<file path="src/rtl/jump_sequencer.sv">
// jump_sequencer
//   Program-counter sequencer for the MicroUAZ core. It owns the instruction
//   address, runs the FETCH/DECODE handshake with instruction memory, resolves
//   the 3-bit jump code against the ALU flags and a signed relative offset,
//   and keeps a small LIFO return-address stack for CALL/RET.
//
// Ports
//   i_Clk                     system clock, rising edge
//   i_Reset                   synchronous, active-high reset
//   i_Offset[7:0]             signed relative jump offset (RX register)
//   i_Flags[2:0]              {N, C, Z} ALU flags
//   i_ControlJump[2:0]        jump code from the decoder
//   i_Valid                   decoder presents a valid instruction
//   i_MemReady                instruction memory returned the current word
//   o_Addressinstruction_Bus  current PC
//   o_Fetch                   fetch request to instruction memory
//   o_Flush                   one-cycle pulse after a taken branch
//   o_Halted                  sequencer stopped on a stack error
//   o_StackOverflow           sticky: CALL issued with the stack full
//   o_StackUnderflow          sticky: RET issued with the stack empty

module jump_sequencer #(
  parameter int                ADDR_W       = 9,
  parameter int                STACK_DEPTH  = 4,
  parameter logic [ADDR_W-1:0] RESET_VECTOR = '0
) (
  input  logic              i_Clk,
  input  logic              i_Reset,
  input  logic [7:0]        i_Offset,
  input  logic [2:0]        i_Flags,
  input  logic [2:0]        i_ControlJump,
  input  logic              i_Valid,
  input  logic              i_MemReady,
  output logic [ADDR_W-1:0] o_Addressinstruction_Bus,
  output logic              o_Fetch,
  output logic              o_Flush,
  output logic              o_Halted,
  output logic              o_StackOverflow,
  output logic              o_StackUnderflow
);

  // Stack pointer must represent 0..STACK_DEPTH inclusive (empty..full).
  localparam int SP_W = $clog2(STACK_DEPTH + 1);

  localparam logic [1:0] ST_FETCH  = 2'd0;
  localparam logic [1:0] ST_DECODE = 2'd1;
  localparam logic [1:0] ST_HALT   = 2'd2;

  localparam logic [2:0] JC_NOP  = 3'b000;
  localparam logic [2:0] JC_JMP  = 3'b001;
  localparam logic [2:0] JC_JZ   = 3'b010;
  localparam logic [2:0] JC_JNZ  = 3'b011;
  localparam logic [2:0] JC_JC   = 3'b100;
  localparam logic [2:0] JC_JN   = 3'b101;
  localparam logic [2:0] JC_CALL = 3'b110;
  localparam logic [2:0] JC_RET  = 3'b111;

  localparam logic [SP_W-1:0] SP_EMPTY = '0;
  localparam logic [SP_W-1:0] SP_FULL  = SP_W'(STACK_DEPTH);

  logic [1:0]        state_q, state_d;
  logic [ADDR_W-1:0] pc_q, pc_d;
  logic [SP_W-1:0]   sp_q, sp_d;
  logic [ADDR_W-1:0] stack_q [STACK_DEPTH];
  logic [ADDR_W-1:0] stack_d [STACK_DEPTH];
  logic              flush_q, flush_d;
  logic              ovf_q, ovf_d;
  logic              unf_q, unf_d;

  logic signed [7:0] offset_s;
  logic [ADDR_W-1:0] offset_ext;
  logic [ADDR_W-1:0] pc_plus1;
  logic [ADDR_W-1:0] target;
  logic [ADDR_W-1:0] pop_addr;
  logic              cond_taken;

  logic flag_z, flag_c, flag_n;

  assign flag_z = i_Flags[0];
  assign flag_c = i_Flags[1];
  assign flag_n = i_Flags[2];

  // Address arithmetic: sign-extend the offset to the PC width; the adder
  // width itself gives the modulo-2^ADDR_W wrap in both directions.
  assign offset_s   = i_Offset;
  assign offset_ext = ADDR_W'(offset_s);
  assign pc_plus1   = pc_q + ADDR_W'(1);
  assign target     = pc_q + offset_ext;

  // Conditional branch evaluation for the plain jump codes. CALL and RET are
  // handled separately because their outcome depends on the stack.
  always_comb begin
    cond_taken = 1'b0;
    case (i_ControlJump)
      JC_JMP:  cond_taken = 1'b1;
      JC_JZ:   cond_taken = flag_z;
      JC_JNZ:  cond_taken = ~flag_z;
      JC_JC:   cond_taken = flag_c;
      JC_JN:   cond_taken = flag_n;
      default: cond_taken = 1'b0;
    endcase
  end

  // Top-of-stack read. The loop compares against sp-1 instead of indexing
  // so the pointer width never has to match the array index width.
  always_comb begin
    pop_addr = '0;
    for (int i = 0; i < STACK_DEPTH; i++) begin
      if (sp_q == SP_W'(i + 1)) begin
        pop_addr = stack_q[i];
      end
    end
  end

  // Next-state logic. The PC, stack and flush pulse only move on the edge
  // that resolves a valid instruction in DECODE; FETCH merely waits for
  // memory, and HALT holds everything until reset.
  always_comb begin
    state_d = state_q;
    pc_d    = pc_q;
    sp_d    = sp_q;
    stack_d = stack_q;
    flush_d = 1'b0;
    ovf_d   = ovf_q;
    unf_d   = unf_q;

    case (state_q)
      ST_FETCH: begin
        if (i_MemReady) begin
          state_d = ST_DECODE;
        end
      end

      ST_DECODE: begin
        if (i_Valid) begin
          state_d = ST_FETCH;
          case (i_ControlJump)
            JC_CALL: begin
              if (sp_q == SP_FULL) begin
                ovf_d   = 1'b1;
                state_d = ST_HALT;
              end else begin
                for (int i = 0; i < STACK_DEPTH; i++) begin
                  if (sp_q == SP_W'(i)) begin
                    stack_d[i] = pc_plus1;
                  end
                end
                sp_d    = sp_q + SP_W'(1);
                pc_d    = target;
                flush_d = 1'b1;
              end
            end

            JC_RET: begin
              if (sp_q == SP_EMPTY) begin
                unf_d   = 1'b1;
                state_d = ST_HALT;
              end else begin
                sp_d    = sp_q - SP_W'(1);
                pc_d    = pop_addr;
                flush_d = 1'b1;
              end
            end

            default: begin
              if (cond_taken) begin
                pc_d    = target;
                flush_d = 1'b1;
              end else begin
                pc_d = pc_plus1;
              end
            end
          endcase
        end
      end

      ST_HALT: begin
        state_d = ST_HALT;
      end

      // Unused encoding: recover into a fresh fetch of the current PC.
      default: begin
        state_d = ST_FETCH;
      end
    endcase
  end

  // State registers with synchronous reset. Stack contents are cleared too
  // so a post-reset image is fully deterministic.
  always_ff @(posedge i_Clk) begin
    if (i_Reset) begin
      state_q <= ST_FETCH;
      pc_q    <= RESET_VECTOR;
      sp_q    <= SP_EMPTY;
      flush_q <= 1'b0;
      ovf_q   <= 1'b0;
      unf_q   <= 1'b0;
      for (int i = 0; i < STACK_DEPTH; i++) begin
        stack_q[i] <= '0;
      end
    end else begin
      state_q <= state_d;
      pc_q    <= pc_d;
      sp_q    <= sp_d;
      flush_q <= flush_d;
      ovf_q   <= ovf_d;
      unf_q   <= unf_d;
      for (int i = 0; i < STACK_DEPTH; i++) begin
        stack_q[i] <= stack_d[i];
      end
    end
  end

  // The fetch request is masked during the reset cycle itself so memory
  // never sees a request for a PC that is about to be discarded.
  assign o_Fetch                  = (state_q == ST_FETCH) && !i_Reset;
  assign o_Addressinstruction_Bus = pc_q;
  assign o_Flush                  = flush_q;
  assign o_Halted                 = (state_q == ST_HALT);
  assign o_StackOverflow          = ovf_q;
  assign o_StackUnderflow         = unf_q;

endmodule

</file>
<file path="config.mk">
export PLATFORM = sky130hd
export DESIGN_NAME = jump_sequencer
export DESIGN_NICKNAME = d
export VERILOG_FILES = /design/src/rtl/jump_sequencer.sv
export SDC_FILE = /design/constraint.sdc
export NUM_CORES = 1
export LEC_CHECK = 0
export CAP_MARGIN = 20
export CORE_MARGIN = 3
export CORE_UTILIZATION = 30
export CTS_BUF_LIST = sky130_fd_sc_hd__clkbuf_8 sky130_fd_sc_hd__clkbuf_16
export DETAILED_ROUTE_END_ITERATION = 16
export DONT_BUFFER_PORTS = 1
export GPL_ROUTABILITY_DRIVEN = 0
export PLACE_DENSITY = 0.53
export REMOVE_ABC_BUFFERS = 1
export SKIP_CTS_REPAIR_TIMING = 1
export SLEW_MARGIN = 20
export SYNTH_ARGS = -nofsm -noshare
export SYNTH_HDL_FRONTEND = slang
export SYNTH_SLANG_ARGS = --single-unit
</file>
<file path="constraint.sdc">
create_clock -name i_Clk -period 2.8 [get_ports i_Clk]
set_input_delay 0.14 -clock i_Clk [delete_from_list [all_inputs] [get_ports i_Clk]]
set_output_delay 0.14 -clock i_Clk [all_outputs]
set_load 0.01 [all_outputs]
</file>
==> flow_summary.yaml <==
clock_network:
  cts_sinks: 53
  htreeDepth: 2
  clkLatencyLatePin_ps: 310
  clk_path_buf_depth: 2
  cts_tree: "done"
  cts_inserted_buffers: 5
  clkTransAtPathRegs_ps: 100
  root_buffer: "clkbuf_8"
timing:
  fmax_ghz: 0.425
  rsz0062_at_grt: "false"
  tns_ps: 0
  worstMarginPinSlew_ps: 706
  setup_viol: 0
  fin_ws_ps: 448
  finalCriticalPeriod_ps: 2350
  min_period_over_period_pct: 84.0
  report.final.slew_viol_count: 0
  finalHoldViolCount: 0
  skew_ps: 8.83
  slew_headroom_pct: 52.9
routing:
  drc: 0
  avgRoutedWirePerCell_um: 17.6
  firstDrtPassIters: 4
  via_count: 2809
  vias_per_cell: 5.49
  drt-total-wl_um: 9020
  ant_nets: 0
  first_iter_violations: 177
setup_path:
  arrival_ps: 2540
  cp.required_ps: 2990
  end_kind: "flop"
  worst-setup-path-type: "reg -> reg"
  path_max_fanout: 8
  start_kind: "flop"
placement:
  post_dp_cell_area_mm2: 0.00335
  port_buffers: 0
  hpwlAfterDp_um: 6550
  dpl_worst_slack_ps: 504
cells_and_area:
  layout_commonest_cell: "nor2_1"
  n_fill_cell: 1099
  design_area_mm2: 0.00351
  num-nets-final: 410
  areaGrowthSynthToFinish_pct: 6.60
  utilization_pct: 33.4
  layout-drive-gt1-share_pct: 7.45
  n_antenna_cell: 0
  final_cell_mix: "56 x nor2_1, 53 x dfxtp_1, 34 x a211oi_1, 23 x nand2_1, 17 x a21oi_1"
floorplanning:
  start_util_pct: 31.4
  ioPinCount: 32
  dieArea_mm2: 0.0123
  fp.dieW_um: 111
  rows: 37
  fp.dieH_um: 111
  core-area_mm2: 0.0105
synthesis:
  syn_inst: 388
  synth_area_leaders: "dfxtp_1 32%, a211oi_1 7.7%, nor2_1 6.4%"
  syn_avg_cell_area_um2: 8.50
  synthFlopType: "dfxtp_1"
  synth_edf_count: 0
  ys_seq_area_share_pct: 32.2
  ys_types: 59
  netlist_area_mm2: 0.00330
  synth_top_cell_area_share_pct: 32.2
  yosysTopAreaCell: "dfxtp_1"
  yosys_register_bits: 53
  synthArstFlopShare_pct: 0
  yosysWarnings: 0
global_routing:
  overflow: 0
  grtUsageTotal_pct: 14.3
  grt_first_pass_wirelength_um: 14600
  grt_antenna_before_repair: 0
  grt_pass1_vias: 2661
  grt_max_degree: 60
pwr:
  p_leak_nw: 1.14
  ir_drop_v: 0.000186
  power_density_mw_per_mm2: 438
min_path:
  hp-class: "in -> reg"
run:
  cap_violations: 0
status:
  status: "finished, final reports clean"
-- registers in the layout, summed over array words and instances (netlist names) --
| name | cells |
|---|---|
| o_Addressinstruction_Bus | 9 |
| o_Flush | 1 |
| o_StackOverflow | 1 |
| o_StackUnderflow | 1 |
| sp_q | 3 |
| stack_q | 36 |
| state_q | 2 |
-- cells in the mapped netlist (all sizes together), types with 4 or more instances --
cell,count
nor2,56
dfxtp,53
a211oi,37
nand2,24
buf,18
o21ai,18
a21oi,17
ha,16
clkbuf,10
nand3,10
xnor2,10
and3,9
nor3,9
inv,8
mux2i,8
nand3b,8
a221oi,7
xor2,6
a2bb2oi,5
nor2b,5
or3,5
and2,4
-- critical path, cell delays in order (launching register included) --
cell and delay (ps):
dfxtp_1 460, ha_1 280, fa_1 410, a21oi_1 270, o2111ai_1 180, xor2_1 180
a211oi_1 330, o41ai_2 110
-- cell families (layout without fill, tap and decap cells) --
group | count (synthesis) | after routing | share of synthesized area (%)
xor+xnor | 16 | 16 | 4.25
buf+inv | 36 | 24 | 5.69
compound gates | 119 | 119 | 27.9
fa+ha+maj | 17 | 17 | 6.68
flops | 53 | 53 | 32.2
simple gates | 139 | 139 | 20.9
mux | 8 | 8 | 2.43
-- path summary, 6_finish.rpt --
kind / startpoint / to / slack [ps] / cells after the start
setup / recovery: o_Addressinstruction_Bus[0] / o_Addressinstruction_Bus[6] / 450 / 7
hold / removal: i_Reset / o_Addressinstruction_Bus[2] / 10 / 2
setup reg to reg: o_Addressinstruction_Bus[0] / o_Addressinstruction_Bus[6] / 450 / 7
hold reg to reg: sp_q[1] / sp_q[1] / 500 / 2
-- through the flow --
step / power (W) / hold slack (ps) / cells
6_report: 0.00154 / 14.6 / 512
5_1_grt: 0.00161 / 3.05 / 512
4_1_cts: 0.00153 / -122 / 509
3_5_place_dp: 0.000980 / 219 / 501
3_3_place_gp: 0.000979 / 219 / 501
2_1_floorplan: 0.000931 / 209 / 360
-- power by group --
group,internal [W],switching (W)
Sequential,0.000764,0.0000192
Combinational,0.0000778,0.000122
Clock,0.000291,0.000267
Total,0.00113,0.000408
-- routing by layer --
layer,routed length [µm],global-route usage (%),vias up
met5,0,0,-
met4,68,2.46,0
met3,433,3.38,7
met2,4080,22.5,67
met1,4440,20.2,1323
li1,-,-,1412
-- final cells by class --
type | instances | area [µm²] | share of cell area (%)
clock buffers | 6 | 82.6 | 2.35
clock inverters | 2 | 37.5 | 1.07
inverters | 8 | 30.0 | 0.854
multi-input cells | 299 | 2050 | 58.3
flip-flops and latches | 53 | 1060 | 30.2
well taps | 136 | 170 | 4.84
repair buffers | 8 | 85.1 | 2.42
No activity file was read; power rests on OpenSTA's default activity.
